$ cat src/rtl/fe65p2_scan_pkg.sv
`default_nettype none
// ============================================================================
// Module  : fe65p2_scan_pkg
// Purpose : Shared widths, drain quiet constant and sequencer state encoding.
// Revision: 1.0 - initial release
// ============================================================================
package fe65p2_scan_pkg;

    localparam int STEP_W_DEF  = 8;
    localparam int CNT_W_DEF   = 16;
    localparam int PER_W_DEF   = 16;
    localparam int DRAIN_QUIET = 16;

    typedef enum logic [2:0] {
        S_IDLE     = 3'd0,
        S_LOAD     = 3'd1,
        S_WAIT_SPI = 3'd2,
        S_INJ      = 3'd3,
        S_GAP      = 3'd4,
        S_DRAIN    = 3'd5,
        S_NEXT     = 3'd6
    } state_t;

endpackage
`default_nettype wire

$ cat src/rtl/fe65p2_scan_seq_if.sv
`default_nettype none
// ============================================================================
// Module  : fe65p2_scan_seq_if
// Purpose : Control/status bundle between the host side and the scan sequencer.
// Revision: 1.0 - initial release
// ============================================================================
interface fe65p2_scan_seq_if
    import fe65p2_scan_pkg::*;
#(
    parameter int STEP_W = STEP_W_DEF,
    parameter int CNT_W  = CNT_W_DEF,
    parameter int PER_W  = PER_W_DEF
);
    logic              START;
    logic              ABORT;
    logic [STEP_W-1:0] MASK_STEPS;
    logic [CNT_W-1:0]  INJ_COUNT;
    logic [PER_W-1:0]  INJ_PERIOD;
    logic              SPI_DONE;
    logic              FIFO_EMPTY;
    logic              SPI_START;
    logic              INJ_START;
    logic              BUSY;
    logic              DONE;
    logic [STEP_W-1:0] STEP;

    modport master (
        output START, ABORT, MASK_STEPS, INJ_COUNT, INJ_PERIOD, SPI_DONE, FIFO_EMPTY,
        input  SPI_START, INJ_START, BUSY, DONE, STEP
    );

    modport slave (
        input  START, ABORT, MASK_STEPS, INJ_COUNT, INJ_PERIOD, SPI_DONE, FIFO_EMPTY,
        output SPI_START, INJ_START, BUSY, DONE, STEP
    );
endinterface
`default_nettype wire

$ cat src/rtl/fe65p2_scan_timer.sv
`default_nettype none
// ============================================================================
// Module  : fe65p2_scan_timer
// Purpose : Loadable down-counter; load wins over tick, stops at zero.
// Revision: 1.0 - initial release
// ============================================================================
module fe65p2_scan_timer #(
    parameter int WIDTH = 16
) (
    input  wire logic             clk,
    input  wire logic             rst_n,
    input  wire logic             load,
    input  wire logic [WIDTH-1:0] value,
    input  wire logic             tick,
    output logic                  expired
);
    logic [WIDTH-1:0] count_q, count_d;

    always_comb begin
        count_d = count_q;
        if (load) begin
            count_d = value;
        end else if (tick && (count_q != '0)) begin
            count_d = count_q - WIDTH'(1);
        end
    end

    always_ff @(posedge clk or negedge rst_n) begin
        if (!rst_n) begin
            count_q <= '0;
        end else begin
            count_q <= count_d;
        end
    end

    assign expired = (count_q == '0);
endmodule
`default_nettype wire

$ cat src/rtl/fe65p2_scan_seq.sv
`default_nettype none
// ============================================================================
// Module  : fe65p2_scan_seq
// Purpose : Mask-step scan sequencer (SPI load, then timed inject pulses).
//           SCAN_SEQ_FIFO_DRAIN_EN adds a FIFO-quiet wait between steps.
// Revision: 1.0 - initial release
// ============================================================================
module fe65p2_scan_seq
    import fe65p2_scan_pkg::*;
#(
    parameter int STEP_W = STEP_W_DEF,
    parameter int CNT_W  = CNT_W_DEF,
    parameter int PER_W  = PER_W_DEF
) (
    input  wire logic        BUS_CLK,
    input  wire logic        BUS_RST_N,
    fe65p2_scan_seq_if.slave bus
);
`ifdef SCAN_SEQ_FIFO_DRAIN_EN
    localparam state_t S_POST_INJ = S_DRAIN;
`else
    localparam state_t S_POST_INJ = S_NEXT;
    logic unused_fifo_empty;
    assign unused_fifo_empty = bus.FIFO_EMPTY;
`endif

    state_t            state_q, state_d;
    logic [STEP_W-1:0] step_q, step_d, mask_q, mask_d;
    logic [CNT_W-1:0]  count_q, count_d, inj_cnt_q, inj_cnt_d;
    logic [PER_W-1:0]  period_q, period_d;
    logic              spi_start_q, spi_start_d, inj_start_q, inj_start_d;
    logic              busy_q, busy_d, done_q, done_d;
    logic              tmr_load, tmr_tick, tmr_expired;
    logic [PER_W-1:0]  tmr_value;

    // period_q holds the effective period (never 0); GAP lasts period-1 cycles
    always_comb begin
        state_d   = state_q;
        step_d    = step_q;
        mask_d    = mask_q;
        count_d   = count_q;
        period_d  = period_q;
        inj_cnt_d = inj_cnt_q;
        done_d    = 1'b0;
        tmr_load  = 1'b0;
        tmr_tick  = 1'b0;
        tmr_value = period_q - PER_W'(2);

        if (bus.ABORT) begin
            state_d = S_IDLE;
        end else begin
            case (state_q)
                S_IDLE: begin
                    if (bus.START) begin
                        mask_d   = bus.MASK_STEPS;
                        count_d  = bus.INJ_COUNT;
                        period_d = (bus.INJ_PERIOD == '0) ? PER_W'(1) : bus.INJ_PERIOD;
                        if (bus.MASK_STEPS == '0) begin
                            done_d = 1'b1;
                        end else begin
                            step_d    = '0;
                            inj_cnt_d = '0;
                            state_d   = S_LOAD;
                        end
                    end
                end
                S_LOAD:     state_d = S_WAIT_SPI;
                S_WAIT_SPI: begin
                    if (bus.SPI_DONE) begin
                        state_d = (count_q != '0) ? S_INJ : S_POST_INJ;
                    end
                end
                S_INJ: begin
                    inj_cnt_d = inj_cnt_q + CNT_W'(1);
                    if (period_q > PER_W'(1)) begin
                        tmr_load = 1'b1;
                        state_d  = S_GAP;
                    end else begin
                        state_d = (inj_cnt_d == count_q) ? S_POST_INJ : S_INJ;
                    end
                end
                S_GAP: begin
                    if (tmr_expired) begin
                        state_d = (inj_cnt_q == count_q) ? S_POST_INJ : S_INJ;
                    end else begin
                        tmr_tick = 1'b1;
                    end
                end
                S_DRAIN: begin
`ifdef SCAN_SEQ_FIFO_DRAIN_EN
                    if (!bus.FIFO_EMPTY) begin
                        tmr_load  = 1'b1;
                        tmr_value = PER_W'(DRAIN_QUIET - 1);
                    end else if (tmr_expired) begin
                        state_d = S_NEXT;
                    end else begin
                        tmr_tick = 1'b1;
                    end
`else
                    state_d = S_NEXT;
`endif
                end
                S_NEXT: begin
                    if (step_q == mask_q - STEP_W'(1)) begin
                        done_d  = 1'b1;
                        state_d = S_IDLE;
                    end else begin
                        step_d    = step_q + STEP_W'(1);
                        inj_cnt_d = '0;
                        state_d   = S_LOAD;
                    end
                end
                default: state_d = S_IDLE;
            endcase
        end

`ifdef SCAN_SEQ_FIFO_DRAIN_EN
        if ((state_d == S_DRAIN) && (state_q != S_DRAIN)) begin
            tmr_load  = 1'b1;
            tmr_value = PER_W'(DRAIN_QUIET - 1);
        end
`endif

        // Pulses are registered with the state they belong to
        spi_start_d = (state_d == S_LOAD);
        inj_start_d = (state_d == S_INJ);
        busy_d      = (state_d != S_IDLE);
    end

    always_ff @(posedge BUS_CLK or negedge BUS_RST_N) begin
        if (!BUS_RST_N) begin
            state_q     <= S_IDLE;
            step_q      <= '0;
            mask_q      <= '0;
            count_q     <= '0;
            period_q    <= '0;
            inj_cnt_q   <= '0;
            spi_start_q <= 1'b0;
            inj_start_q <= 1'b0;
            busy_q      <= 1'b0;
            done_q      <= 1'b0;
        end else begin
            state_q     <= state_d;
            step_q      <= step_d;
            mask_q      <= mask_d;
            count_q     <= count_d;
            period_q    <= period_d;
            inj_cnt_q   <= inj_cnt_d;
            spi_start_q <= spi_start_d;
            inj_start_q <= inj_start_d;
            busy_q      <= busy_d;
            done_q      <= done_d;
        end
    end

    fe65p2_scan_timer #(
        .WIDTH (PER_W)
    ) u_timer (
        .clk     (BUS_CLK),
        .rst_n   (BUS_RST_N),
        .load    (tmr_load),
        .value   (tmr_value),
        .tick    (tmr_tick),
        .expired (tmr_expired)
    );

    assign bus.SPI_START = spi_start_q;
    assign bus.INJ_START = inj_start_q;
    assign bus.BUSY      = busy_q;
    assign bus.DONE      = done_q;
    assign bus.STEP      = step_q;
endmodule
`default_nettype wire

$ cat src/flat_wrapper.sv
// flat-port wrapper written by rule: the top's interface ports become plain ports
module fe65p2_scan_seq_flat import fe65p2_scan_pkg::*;
#(
    parameter int STEP_W = STEP_W_DEF,
    parameter int CNT_W  = CNT_W_DEF,
    parameter int PER_W  = PER_W_DEF
)
  (BUS_CLK, BUS_RST_N, bus_START, bus_ABORT, bus_MASK_STEPS, bus_INJ_COUNT, bus_INJ_PERIOD, bus_SPI_DONE, bus_FIFO_EMPTY, bus_SPI_START, bus_INJ_START, bus_BUSY, bus_DONE, bus_STEP);
  fe65p2_scan_seq_if #(.STEP_W(STEP_W), .CNT_W(CNT_W), .PER_W(PER_W)) bus_i ();
  input  wire logic BUS_CLK;
  input  wire logic BUS_RST_N;
  input wire logic [$bits(bus_i.START)-1:0] bus_START;
  input wire logic [$bits(bus_i.ABORT)-1:0] bus_ABORT;
  input wire logic [$bits(bus_i.MASK_STEPS)-1:0] bus_MASK_STEPS;
  input wire logic [$bits(bus_i.INJ_COUNT)-1:0] bus_INJ_COUNT;
  input wire logic [$bits(bus_i.INJ_PERIOD)-1:0] bus_INJ_PERIOD;
  input wire logic [$bits(bus_i.SPI_DONE)-1:0] bus_SPI_DONE;
  input wire logic [$bits(bus_i.FIFO_EMPTY)-1:0] bus_FIFO_EMPTY;
  output wire logic [$bits(bus_i.SPI_START)-1:0] bus_SPI_START;
  output wire logic [$bits(bus_i.INJ_START)-1:0] bus_INJ_START;
  output wire logic [$bits(bus_i.BUSY)-1:0] bus_BUSY;
  output wire logic [$bits(bus_i.DONE)-1:0] bus_DONE;
  output wire logic [$bits(bus_i.STEP)-1:0] bus_STEP;
  assign bus_i.START = bus_START;
  assign bus_i.ABORT = bus_ABORT;
  assign bus_i.MASK_STEPS = bus_MASK_STEPS;
  assign bus_i.INJ_COUNT = bus_INJ_COUNT;
  assign bus_i.INJ_PERIOD = bus_INJ_PERIOD;
  assign bus_i.SPI_DONE = bus_SPI_DONE;
  assign bus_i.FIFO_EMPTY = bus_FIFO_EMPTY;
  assign bus_SPI_START = bus_i.SPI_START;
  assign bus_INJ_START = bus_i.INJ_START;
  assign bus_BUSY = bus_i.BUSY;
  assign bus_DONE = bus_i.DONE;
  assign bus_STEP = bus_i.STEP;
  fe65p2_scan_seq #(.STEP_W(STEP_W), .CNT_W(CNT_W), .PER_W(PER_W)) u_core (.BUS_CLK(BUS_CLK), .BUS_RST_N(BUS_RST_N), .bus(bus_i));
endmodule
$ cat config.mk
export PLATFORM = sky130hd
export DESIGN_NAME = fe65p2_scan_seq_flat
export DESIGN_NICKNAME = d
export VERILOG_FILES = /design/src/rtl/fe65p2_scan_pkg.sv /design/src/rtl/fe65p2_scan_seq_if.sv /design/src/rtl/fe65p2_scan_timer.sv /design/src/rtl/fe65p2_scan_seq.sv /design/src/flat_wrapper.sv
export SDC_FILE = /design/constraint.sdc
export NUM_CORES = 1
export LEC_CHECK = 0
export ABC_AREA = 0
export ABC_CLOCK_PERIOD_IN_PS = 2860
export CAP_MARGIN = 30
export CELL_PAD_IN_SITES_DETAIL_PLACEMENT = 1
export CELL_PAD_IN_SITES_GLOBAL_PLACEMENT = 1
export CORE_ASPECT_RATIO = 0.6
export CORE_MARGIN = 5
export CORE_UTILIZATION = 40
export DETAILED_ROUTE_END_ITERATION = 8
export DONT_BUFFER_PORTS = 1
export GPL_TIMING_DRIVEN = 0
export PLACE_DENSITY = 0.79
export SLEW_MARGIN = 10
export SYNTH_ARGS = -nofsm -noshare
export SYNTH_HDL_FRONTEND = slang
export SYNTH_HIERARCHICAL = 1
export SYNTH_SLANG_ARGS = --single-unit
export TNS_END_PERCENT = 5
$ cat constraint.sdc
create_clock -name BUS_CLK -period 2.86 [get_ports BUS_CLK]
set_input_delay 0.429 -clock BUS_CLK [delete_from_list [all_inputs] [get_ports BUS_CLK]]
set_output_delay 0.429 -clock BUS_CLK [all_outputs]
set_load 0.01 [all_outputs]
======== Word level (Yosys, flattened, before mapping) ========
Index checks and enable logic that the tools add are counted.
word-level totals
  register bits after elaboration ......... 87
  bits in latches ......................... 0
  memory bits (writable) .................. 0
  bits in read-only memories .............. 0
  input bits .............................. 46
  output and inout port bits .............. 12
  word-level logic and storage cells ...... 79
  memories kept ........................... 0
cells by class
  $add $sub $neg .......................... 5
  multiply operators ...................... 0
  div/mod/pow operators ................... 0
  order comparisons ....................... 1
  eq/ne operators ......................... 14
  shift operators ......................... 0
  muxes and demuxes ....................... 33
  bitwise logic cells ..................... 1
  reduce and logical (&&, ||, !) cells .... 14
operators by type and width
  cell                   number
  $mux 16                6
  $pmux 16 s3            1
  $eq 16x16->1           2
  $logic_not 16->1       2
  $reduce_bool 16->1     2
  $mux 3                 9
  $mux 8                 3
  $pmux 3 s7             1
  $add 16x1->16 const B  1
  $gt 16x1->1 const B    1
  $pmux 8 s2             1
  $sub 16x1->16 const B  1
  $sub 16x2->16 const B  1
  $mux 1                 11
  $reduce_and 5->1       2
  $eq 3x2->1 const B     3
  $eq 3x3->1 const B     3
  $add 8x1->8 const B    1
  $eq 8x8->1             1
  $logic_not 8->1        1
  $sub 8x1->8 const B    1
  $eq 3x1->1 const B     2
  $ne 2x2->1 const B     3
  $reduce_bool 3->1      2
  6 further kinds        7

======== Depth between registers and ports, before layout ========
Gate-level depths: netlist of run 1.
  word-level depth ........................ 7
  mapped depth ............................ 13
  depth with buffers taken out ............ 11

======== Modules after synthesis ========
Netlist of run 1, hierarchy kept.
modules (own cells, without submodules)
  module             instances  cells each  area an instance (µm²)  seq. area each (µm²)
  fe65p2_scan_seq    1          452         4320.4                  1776.7
  fe65p2_scan_timer  1          124         1063.5                  400.4

======== Worst setup path after synthesis of run 1 ========
Ideal clock, no wire load.
  kind .................................... flip-flop to flip-flop
  from .................................... register u_core.period_q[6]
  to ...................................... register u_core.u_timer.count_q[12]
  setup time .............................. 82 ps
  arrival time ............................ 2462 ps
  data required time ...................... 2778 ps
  setup slack ............................. 316 ps
  stages on the path, launching flop included .. 10
  buffers on the path ..................... 2
  period minus slack after synthesis ...... 2544 ps
  cells stage by stage .................... dfrtp_1 or4_4 or4_4 nor3b_2 nor2_1 clkbuf_1 inv_1 clkbuf_1 nor2_1 a31oi_1
between the ends
  longest elaborated chain between the ends .. 5
  elaborated cells between the ends (all ways) .. 7
  those cells by class .................... add/sub: 1; order compare: 1; mux: 4; reduce/logical: 1
RTL lines
  element                                       RTL line                 RTL
  from (decl)                                   fe65p2_scan_seq.sv:30    logic [PER_W-1:0] period_q, period_d;
  from (signal assigned)                        fe65p2_scan_seq.sv:147   period_q <= period_d;
  $gt 16x1->1 *                                 fe65p2_scan_seq.sv:75    if (period_q > PER_W'(1)) begin
  $mux 1 *                                      fe65p2_scan_seq.sv:75
  $mux 1 *                                      fe65p2_scan_seq.sv:52    case (state_q)
  $mux 1 *                                      fe65p2_scan_seq.sv:49    if (bus.ABORT) begin
  net u_core.tmr_load                           fe65p2_scan_seq.sv:33    logic tmr_load, tmr_tick, tmr_expired;
  $mux 16 or $reduce_bool 2->1 (tied branches)  n/a
  to (signal assigned)                          fe65p2_scan_timer.sv:32  count_q <= count_d;
  to (decl)                                     fe65p2_scan_timer.sv:17  logic [WIDTH-1:0] count_q, count_d;
The timed path passes the listed nets; every way through them passes the cells marked *.
A chain may end at the register's enable or synchronous reset.

======== Worst setup path after layout of run 1 ========
  from .................................... register u_core.inj_cnt_q[1]
  to ...................................... register u_core.inj_start_q (netlist: u_core/bus.INJ_START)
between the ends
  longest elaborated chain between the ends .. 7
  elaborated cells between the ends (all ways) .. 10
  those cells by class .................... add/sub: 1; eq/ne: 3; mux: 6
RTL lines
  element                 RTL line                RTL
  from (decl)             fe65p2_scan_seq.sv:29   logic [CNT_W-1:0] count_q, count_d, inj_cnt_q, inj_cnt_d;
  from (signal assigned)  fe65p2_scan_seq.sv:148  inj_cnt_q <= inj_cnt_d;
  $add 16x1->16           fe65p2_scan_seq.sv:74   inj_cnt_d = inj_cnt_q + CNT_W'(1);
  $eq 16x16->1            fe65p2_scan_seq.sv:79   state_d = (inj_cnt_d == count_q) ? S_POST_INJ : S_INJ;
  $mux 3                  fe65p2_scan_seq.sv:79
  $mux 3                  fe65p2_scan_seq.sv:75
  $pmux 3 s7 *            fe65p2_scan_seq.sv:52
  $mux 3 *                fe65p2_scan_seq.sv:49
  $eq 3x2->1 *            fe65p2_scan_seq.sv:126  inj_start_d = (state_d == S_INJ);
  net u_core.inj_start_d  fe65p2_scan_seq.sv:31   logic spi_start_q, spi_start_d, inj_start_q, inj_start_d;
  to (signal assigned)    fe65p2_scan_seq.sv:150  inj_start_q <= inj_start_d;
  to (decl)               fe65p2_scan_seq.sv:31
Marks and branches as above.

==> metrics.txt, run 1 <==
failing checks=hold timing; Detail Placement HPWL=12420 microns; Psw=about 1.6 mW; worst skew pair latency=around 0.35 ns; Main synth FF type=dfrtp_1; worst setup margin=0.07800 ns; Final Max Slew Viols=0; router iterations before antenna repair=5; I/O Pins=58; via count=roughly 4700; clk_skew=0.01421 ns; status=finished with violations; Fmax=0.3595 GHz; synthesis-to-finish area growth=13.73%; # setup viols final=0; Filler Cell Count=~1500; Routed Antenna Nets=0; H-tree levels=3; Seq/Total Area, Yosys=40.44%; Die Y=roughly 100 microns; min cycle time layout=2.782 ns; top-count cell post-synth=dfrtp_1; Die ar.=15960 sq um; synth unique cells=67; Post-synth EDFFs=0; switch share=36.99%; wire per inst=21.98 microns; CTS Buf Count=9; first-pass GRT wire length=between 20000 and 30000 microns; Synth Instances=576; kind of critical path=flip-flop to flip-flop; #FFs+latches synth=87; detailed-route wire length=approximately 17000 microns; antenna violations before repair=1; proportion of layout cells with a drive suffix above 1=~18%; CTS tree=done; Internal Dissipation=2.782 mW; Root Buffer=clkbuf_16; CP Launch Type=flip-flop; Mapped Area=5384 sq um; Static Leakage=approximately 2.4 nW; Max Cap Viol=0; pre-CTS WS=-0.3518 ns; Post-DP Area=roughly 5600 sq um; syn nets=~630; Post-synth top cells=87 x dfrtp_1, 48 x nand2_1, 38 x nor2_1; Worst Path Arrival=3.01 ns; CTS Buffer Depth=2; Synth top area share=40.44%; critical path fanouts, max=8; worst min path class=primary input to asynchronous set/reset pin; leading area contributor after synthesis=dfrtp_1; nets=645; core area=roughly 13000 sq um; DRC Markers=0; Via density=between 6 and 7; Clock power frac=between 20% and 30%; global placement routability congestion=0.9047; async set-reset flop share out of synthesis=100.0%; number of DRC markers in iteration 0=260; initial core utilization=41.38%; row cnt=32; Reg clk slew, reported paths=roughly 0.080 ns; top cells by area, synth=dfrtp_1 40%, mux2_2 7.3%, xnor2_1 3.6%; Max transition margin=~54%; Tot GR Track Use=21.28%; Port-buffer cells=0; vias in the first global route=around 4900; final instance area=6123 sq um; combinational group share of total power=between 20% and 30%; Setup crit end kind=flip-flop; slew at the pin with the worst max-slew slack=0.6966 ns; Yosys warning total=6; Worst EP required=a little over 3 ns; clock sink count=87; pwr/cell area=a little over 700 nW/um^2; total inserted antenna cells=0; share of power burned in registers=43.7%; RSZ-0062 raised after global routing=true; Syn Area/Cell=9.347 sq um; VDD IR max=324.3 uV; final clock period utilization by the worst path=97.27%; largest net degree at the start of global routing=88; Fin Hold WS=-0.004037 ns; grt total ovfl=0; Die W=around 160 microns; Fin. Hold Viols=8
[cells in the final DEF (no fill, tap or decap), types with 5 or more instances in the layout]
master and count:
a21oi_1 32, a31oi_1 9, inv_1 21, clkbuf_16 9
clkbuf_1 13, dfrtp_1 84, nand4b_1 5, o31ai_1 5
nor2_1 37, nand3_1 15, or4_1 8, xor2_1 21
o21ai_1 7, nor4_1 15, o21ai_0 28, mux2_2 35
buf_2 5, o211ai_1 5, and2_1 8, xnor2_1 21
buf_6 5, and4_1 5, nand2_1 47, and3_1 6
buf_4 7, nand4_1 10, or3_1 22, nor3_1 14
[sequential cells by signal, indices dropped and copies added (netlist names)]
signal                  cells
u_core/count_q             16
u_core/inj_cnt_q           16
u_core/period_q            16
u_core/u_timer/count_q     16
u_core/bus.STEP             8
u_core/mask_q               8
u_core/state_q              3
u_core/bus.BUSY             1
u_core/bus.DONE             1
u_core/bus.INJ_START        1
u_core/bus.SPI_START        1
[power by group through the flow]
| stage | sequential (mW) | clock (mW) | combinational (mW) |
|---|---|---|---|
| global route | 1.98 | 1.37 | 1.33 |
| floorplan | 1.78 | 0 | 0.896 |
| detailed placement | 1.90 | 0 | 1.12 |
| global placement | 1.87 | 0 | 1.06 |
| finish | 1.93 | 1.28 | 1.21 |
| CTS | 1.90 | 1.31 | 1.18 |
[per-layer routing]
layer / vias up / track usage (%) / wire [microns]
li1: 2169 / - / -
met1: 2401 / 31.75 / 8480
met2: 150 / 31.45 / 7085
met3: 16 / 5.375 / 1199
met4: 2 / 4.098 / 131
met5: - / 0 / 7
[per-stage QoR]
stage / utilization [%] / total power, mW / cells / setup TNS (ns) / hold WS (ns)
2_1_floorplan: - / 2.672 / 576 / 0 / 0.1334
3_3_place_gp: 43.01 / 2.932 / 746 / -6.134 / 0.1357
3_5_place_dp: 43.01 / 3.016 / 746 / -11.06 / 0.1360
4_1_cts: 46.28 / 4.385 / 765 / -0.003248 / 0.0003865
5_1_grt: 47.06 / 4.688 / 769 / -0.1791 / 0.01648
6_report: 47.06 / 4.416 / 769 / 0 / -0.004037
[worst paths after layout]
kind,slack (ns),endpoint,cells past startpoint,startpoint
max reg2reg,0.08,u_core/bus.INJ_START$_DFF_PN0_,9,u_core/inj_cnt_q[1]$_DFFE_PN0P_
min in group BUS_CLK,0.20,u_core/period_q[1]$_DFFE_PN0P_,2,bus_INJ_PERIOD[1]
max,0.08,u_core/bus.INJ_START$_DFF_PN0_,9,u_core/inj_cnt_q[1]$_DFFE_PN0P_
min,-0.004,u_core/count_q[11]$_DFFE_PN0P_,1,BUS_RST_N
min reg2reg,0.55,u_core/period_q[9]$_DFFE_PN0P_,1,u_core/period_q[9]$_DFFE_PN0P_
max in group asynchronous,2.51,u_core/inj_cnt_q[1]$_DFFE_PN0P_,1,BUS_RST_N
[cell families after synthesis]
| kind of cell | count (synthesis) | synth area share [%] |
|---|---|---|
| simple gates | 231 | 24.26 |
| compound gates | 121 | 14.78 |
| flops | 87 | 40.44 |
| buf+inv | 50 | 4.276 |
| xor+xnor | 43 | 6.995 |
| mux | 39 | 8.087 |
| fa+ha+maj | 5 | 1.162 |
[critical path, cell delays in order (launching register included)]
cell and delay [ns]:
dfrtp_2 0.44, ha_2 0.29, nand4_1 0.26, or2_2 0.36, clkbuf_1 0.23, nor4b_4 0.36, o22ai_1 0.13, nor4_2 0.24
o31ai_1 0.13, and3_1 0.23
[what timing repair did]
item / CTS / global route
resized for setup: 13 / 22
pin swaps: 1 / 3
gates cloned: 0 / 0
hold buffers: 1 / 0
endpoints found under the setup margin: 60 / 43
setup buffers: 2 / 4
endpoints found under the hold margin: 87 / 0
[area by class of cell]
type                       instances  area, sq um  share of cell area, %
multi-input combinational        439         3095                  50.55
buffer                            27        155.1                  2.534
tap                              170        212.7                  3.474
clock buffer                       9        225.2                  3.678
clock inverter                     7        95.09                  1.553
inverter                          23        86.33                  1.410
timing repair buffer               7        72.57                  1.185
sequential                        87         2181                  35.62
No activity file was read; power rests on OpenSTA's default activity.
==> run 2: changes to the inputs <==
--- a/config.mk
+++ b/config.mk
@@ -7,7 +7,7 @@
 export LEC_CHECK = 0
 export ABC_AREA = 0
 export ABC_CLOCK_PERIOD_IN_PS = 2860
-export CAP_MARGIN = 30
+export CAP_MARGIN = 20
 export CELL_PAD_IN_SITES_DETAIL_PLACEMENT = 1
 export CELL_PAD_IN_SITES_GLOBAL_PLACEMENT = 1
 export CORE_ASPECT_RATIO = 0.6
@@ -17,6 +17,7 @@
 export DONT_BUFFER_PORTS = 1
 export GPL_TIMING_DRIVEN = 0
 export PLACE_DENSITY = 0.79
+export RECOVER_POWER = 50
 export SLEW_MARGIN = 10
 export SYNTH_ARGS = -nofsm -noshare
 export SYNTH_HDL_FRONTEND = slang
==> metrics.txt, run 2 (synthesized netlist as in run 1, its figures left out) <==
router iterations before antenna repair=5; clk_skew=0.01502 ns; Via density=6.185; core area=13010 sq um; detailed-route wire length=about 17000 microns; antenna violations before repair=1; Setup crit end kind=flip-flop; final clock period utilization by the worst path=97.42%; Final Non-Filler Cells=769; Die Y=99.87 microns; CP Launch Type=flip-flop; Fin. Hold Viols=0; number of DRC markers in iteration 0=263; via count=4756; Detail Placement HPWL=around 12000 microns; worst min path class=primary input to flip-flop; VDD IR max=330.8 uV; Root Buffer=clkbuf_16; GRT met1 Usage=31.75%; Fmax=0.3589 GHz; switch share=37.07%; wire per inst=22.03 microns; row cnt=32; Routed Antenna Nets=0; final instance area=6101 sq um; Reg clk slew, reported paths=0.08 ns; Psw=1.637 mW; H-tree levels=3; RSZ-0062 raised after global routing=true; GRT busiest layer=met1; critical path fanouts, max=8; first-pass GRT wire length=27050 microns; commonest non-fill, non-tap cell in the layout=dfrtp_1; failing checks=capacitance limit, slew limit; Clock power frac=29.0%; DRC Markers=0; CTS Buffer Depth=2; nets=645; pwr/cell area=about 720 nW/um^2; M3 GR Usage=5.375%; slew at the pin with the worst max-slew slack=2.227 ns; area of the multi-input gates=3095 sq um; Max transition margin=-48.49%; clock sink count=87; kind of critical path=flip-flop to flip-flop; global placement routability congestion=0.9047; proportion of layout cells with a drive suffix above 1=18.03%; Tot GR Track Use=21.28%; Port-buffer cells=0; Max Cap Viol=1; most frequent cells in the layout=84 x dfrtp_1, 47 x nand2_1, 37 x nor2_1; R2R Setup Slk=0.07 ns; I/O Pins=58; Static Leakage=2.346 nW; Filler Cell Count=between 1000 and 1500; met2 Use GR=31.45%; Die W=between 150 and 200 microns; status=finished with violations; largest net degree at the start of global routing=between 80 and 90; worst skew pair latency=0.35 ns; sequential cell area=around 2200 sq um; Internal Dissipation=~2.8 mW; initial core utilization=41.38%; # placed instances=746; vias in the first global route=4897; Worst EP required=a little over 3 ns; Post-DP Area=around 5600 sq um; TNS Setup=0 ns; Die ar.=15960 sq um; Power, Total=4.415 mW; share of power burned in registers=43.7%; min cycle time layout=2.786 ns; synthesis-to-finish area growth=13.32%; grt total ovfl=0; # setup viols final=0; CTS Buf Count=9; combinational group share of total power=27.4%; total inserted antenna cells=0; Worst Path Arrival=3.02 ns; Final Max Slew Viols=88; CTS tree=done
[run 2: cell count changes in the layout (fill, tap and decap cells not counted)]
cell / change
clkbuf_2: +1
buf_16: -1
[run 2: worst max-delay path, cell delays in order, from the launching register on]
cell	delay (ns)
dfrtp_2	0.44
ha_2	0.28
nand4_1	0.26
or2_2	0.36
clkbuf_1	0.23
nor4b_4	0.36
o22ai_1	0.13
nor4_2	0.24
o31ai_1	0.13
and3_1	0.23
[run 2: routing by layer]
metal  vias to the layer above  part of all wire [%]
met5                         -                 0.041
met4                         2                  0.81
met3                        18                   7.7
met2                       167                    42
met1                      2401                    50
li1                       2168                     -
[run 2: area by class of cell]
type,instances,area share (%)
Clock buffer,9,3.692
Sequential cell,87,35.75
Multi-Input combinational cell,439,50.74
Inverter,23,1.415
Clock inverter,7,1.559
Buffer,27,2.543
Tap cell,170,3.486
Timing Repair Buffer,7,0.8203
[run 2: stage by stage]
step	utilization (%)	worst slack (ns)	hold slack, ns
5_1_grt	46.88	-0.02272	0.2012
2_1_floorplan	-	0.3156	0.1334
4_1_cts	46.28	-0.003248	0.0003865
6_report	46.88	0.07375	0.2003
3_5_place_dp	43.01	-0.3518	0.1360
3_3_place_gp	43.01	-0.2383	0.1357
[run 2: power groups by stage]
stage | Sequential, mW | Combinational, mW | Clock [mW]
finish | 1.93 | 1.21 | 1.28
global route | 1.98 | 1.33 | 1.37
CTS | 1.90 | 1.18 | 1.31
detailed placement | 1.90 | 1.12 | 0
global placement | 1.87 | 1.06 | 0
floorplan | 1.78 | 0.896 | 0
[run 2: worst paths after layout]
kind | endpoint | cells after the start | startpoint
worst max-delay path | u_core/bus.INJ_START$_DFF_PN0_ | 9 | u_core/inj_cnt_q[1]$_DFFE_PN0P_
worst min-delay path | u_core/period_q[2]$_DFFE_PN0P_ | 2 | bus_INJ_PERIOD[2]
worst max register to register | u_core/bus.INJ_START$_DFF_PN0_ | 9 | u_core/inj_cnt_q[1]$_DFFE_PN0P_
worst min register to register | u_core/period_q[9]$_DFFE_PN0P_ | 1 | u_core/period_q[9]$_DFFE_PN0P_
max in group asynchronous | u_core/inj_cnt_q[1]$_DFFE_PN0P_ | 1 | BUS_RST_N
min in group asynchronous | u_core/count_q[9]$_DFFE_PN0P_ | 1 | BUS_RST_N
[run 2: repair_timing]
| item | 4_1_cts | 5_1_grt |
|---|---|---|
| setup endpoints to repair | 60 | 43 |
| pin swaps | 1 | 3 |
| resized for setup | 13 | 22 |
| hold buffers | 1 | 0 |
| setup buffers | 2 | 4 |
| hold endpoints to repair | 87 | 0 |
==> run 3: changes to the inputs <==
--- a/config.mk
+++ b/config.mk
@@ -10,7 +10,7 @@
 export CAP_MARGIN = 20
 export CELL_PAD_IN_SITES_DETAIL_PLACEMENT = 1
 export CELL_PAD_IN_SITES_GLOBAL_PLACEMENT = 1
-export CORE_ASPECT_RATIO = 0.6
+export CORE_ASPECT_RATIO = 1.75
 export CORE_MARGIN = 5
 export CORE_UTILIZATION = 40
 export DETAILED_ROUTE_END_ITERATION = 8
==> metrics.txt, run 3 (synthesized netlist as in run 1, its figures left out) <==
Worst EP required=3.08 ns; Worst Path Arrival=3.04 ns; CTS Buffer Depth=2; H-tree levels=3; critical path fanouts, max=10; Fin. Hold Viols=0; Static Leakage=2.303 nW; worst setup margin=0.03438 ns; GRT met1 Usage=20.89%; failing checks=capacitance limit, slew limit; highest-delay cell along the critical path=clkbuf_1; Max transition margin=-52.77%; slew at the pin with the worst max-slew slack=2.291 ns; kind of critical path=flip-flop to flip-flop; first-pass GRT wire length=26940 microns; pre-CTS WS=-0.3643 ns; worst skew pair latency=0.34 ns; CTS Buf Count=9; clock sink count=87; R2R depth=6; status=finished with violations; router iterations before antenna repair=4; Psw=1.597 mW; Max Cap Viol=1; worst min path class=primary input to flip-flop; vias in the first global route=5108; Root Buffer=clkbuf_16; sequential cell area=2180 sq um; Hold Crit Depth=2; R2R Path Start=u_core/state_q[0]$_DFF_PN0_; # setup viols final=0; switch share=36.30%; Setup crit end kind=flip-flop; Hold EP=u_core/period_q[2]$_DFFE_PN0P_; Detail Placement HPWL=12640 microns; synthesis-to-finish area growth=12.67%; total inserted antenna cells=0; DRC Markers=0; RR Endpoint=u_core/mask_q[6]$_DFFE_PN0P_; Power, Total=4.398 mW; Filler Cell Count=about 1500; final clock period utilization by the worst path=between 90 and 100%; CP bufs+invs=1; Die Y=163.5 microns; Internal Dissipation=approximately 2.8 mW; Critical Path Start=u_core/state_q[0]$_DFF_PN0_; grt total ovfl=0; Clock power frac=27.9%; combinational group share of total power=approximately 28%; Die W=97.70 microns; Fmax=approximately 0.35 GHz; RSZ-0062 raised after global routing=true; R2R Setup Slk=between 0.03 and 0.04 ns; min cycle time layout=2.826 ns; slowest stage delay, CP=0.64 ns; number of DRC markers in iteration 0=188; wire per inst=21.99 microns; CTS tree=done; VDD IR max=~320 uV; Fin Hold WS=roughly 0.22 ns; most frequent cells in the layout=85 x dfrtp_1, 47 x nand2_1, 37 x nor2_1; largest net degree at the start of global routing=88; antenna violations before repair=0; area of the multi-input gates=3082 sq um; Die ar.=15970 sq um; CP Launch Type=flip-flop; # placed instances=750; I/O Pins=58; GRT busiest layer=met2; core area=13310 sq um; detailed-route wire length=16950 microns; CP top delay family=simple AND/OR/NAND/NOR gates; Final Non-Filler Cells=771; Port-buffer cells=0; global placement routability congestion=0.9059; proportion of layout cells with a drive suffix above 1=17.42%; commonest non-fill, non-tap cell in the layout=dfrtp_1; row cnt=56; crit path cell chain=nor2_1 > nand2_1 > or2_2 > nor2_2 > clkbuf_1 > mux2_2; Final Max Slew Viols=88; Worst Hold Launch=bus_INJ_PERIOD[2]; initial core utilization=between 40% and 50%; clk_skew=0.007032 ns; Reg clk slew, reported paths=0.06 ns; pwr/cell area=725.1 nW/um^2; M3 GR Usage=under 10%; Via density=6.105; share of power burned in registers=44.3%; met2 Use GR=a little over two fifths; Tot GR Track Use=about a fifth; via count=4707; Routed Antenna Nets=0; nets=about 640; TNS Setup=0 ns
==> run 3: timing repair <==
| action | in CTS | in global routing |
|---|---|---|
| hold endpoints to repair | 87 | 0 |
| buffers inserted | 1 | 4 |
| endpoints found under the setup margin | 68 | 44 |
| resized for setup | 13 | 15 |
| hold buffers | 1 | 0 |
| pin swaps | 0 | 2 |
==> run 3: cell type report <==
cell class / instances / area share [%]
Buffer: 27 / 2.475
Clock buffer: 11 / 4.167
Clock inverter: 4 / 0.9076
Inverter: 23 / 1.423
Multi-Input combinational cell: 439 / 50.80
Sequential cell: 87 / 35.93
Tap cell: 174 / 3.589
Timing Repair Buffer: 6 / 0.7013
==> run 3: metal layers <==
layer  part of all wire [%]  wire length (microns)
met3                    2.8                    473
met4                    3.5                    588
met5                      0                      0
met1                     36                   6121
met2                     58                   9769
==> run 3: worst max-delay path by stage <==
stage	slack, ns	cells after the start	endpoint
6_report	0.03	6	u_core/mask_q[6]$_DFFE_PN0P_
5_1_grt	-0.08	6	u_core/mask_q[7]$_DFFE_PN0P_
4_1_cts	-0.05	9	u_core/bus.INJ_START$_DFF_PN0_
3_5_place_dp	-0.36	13	u_core/bus.STEP[6]$_DFFE_PN0P_
3_3_place_gp	-0.34	13	u_core/bus.STEP[6]$_DFFE_PN0P_
2_1_floorplan	0.32	9	u_core/u_timer/count_q[12]$_DFFE_PN0P_
==> run 3: power by group through the flow <==
stage                     registers, mW  clock network [mW]  logic [mW]
after global routing               1.98                1.30        1.34
after global placement             1.88                   0        1.06
final                              1.95                1.23        1.23
after CTS                          1.91                1.25        1.19
after detailed placement           1.90                   0        1.12
after floorplan                    1.78                   0       0.896
==> run 3: stage by stage <==
| step | util [%] | cell area [sq um] |
|---|---|---|
| after global routing | 45.56 | 6066 |
| final | 45.56 | 6066 |
| after global placement | 42.08 | 5602 |
| after floorplan | - | 5384 |
| after CTS | 45.08 | 6002 |
| after detailed placement | 42.08 | 5602 |
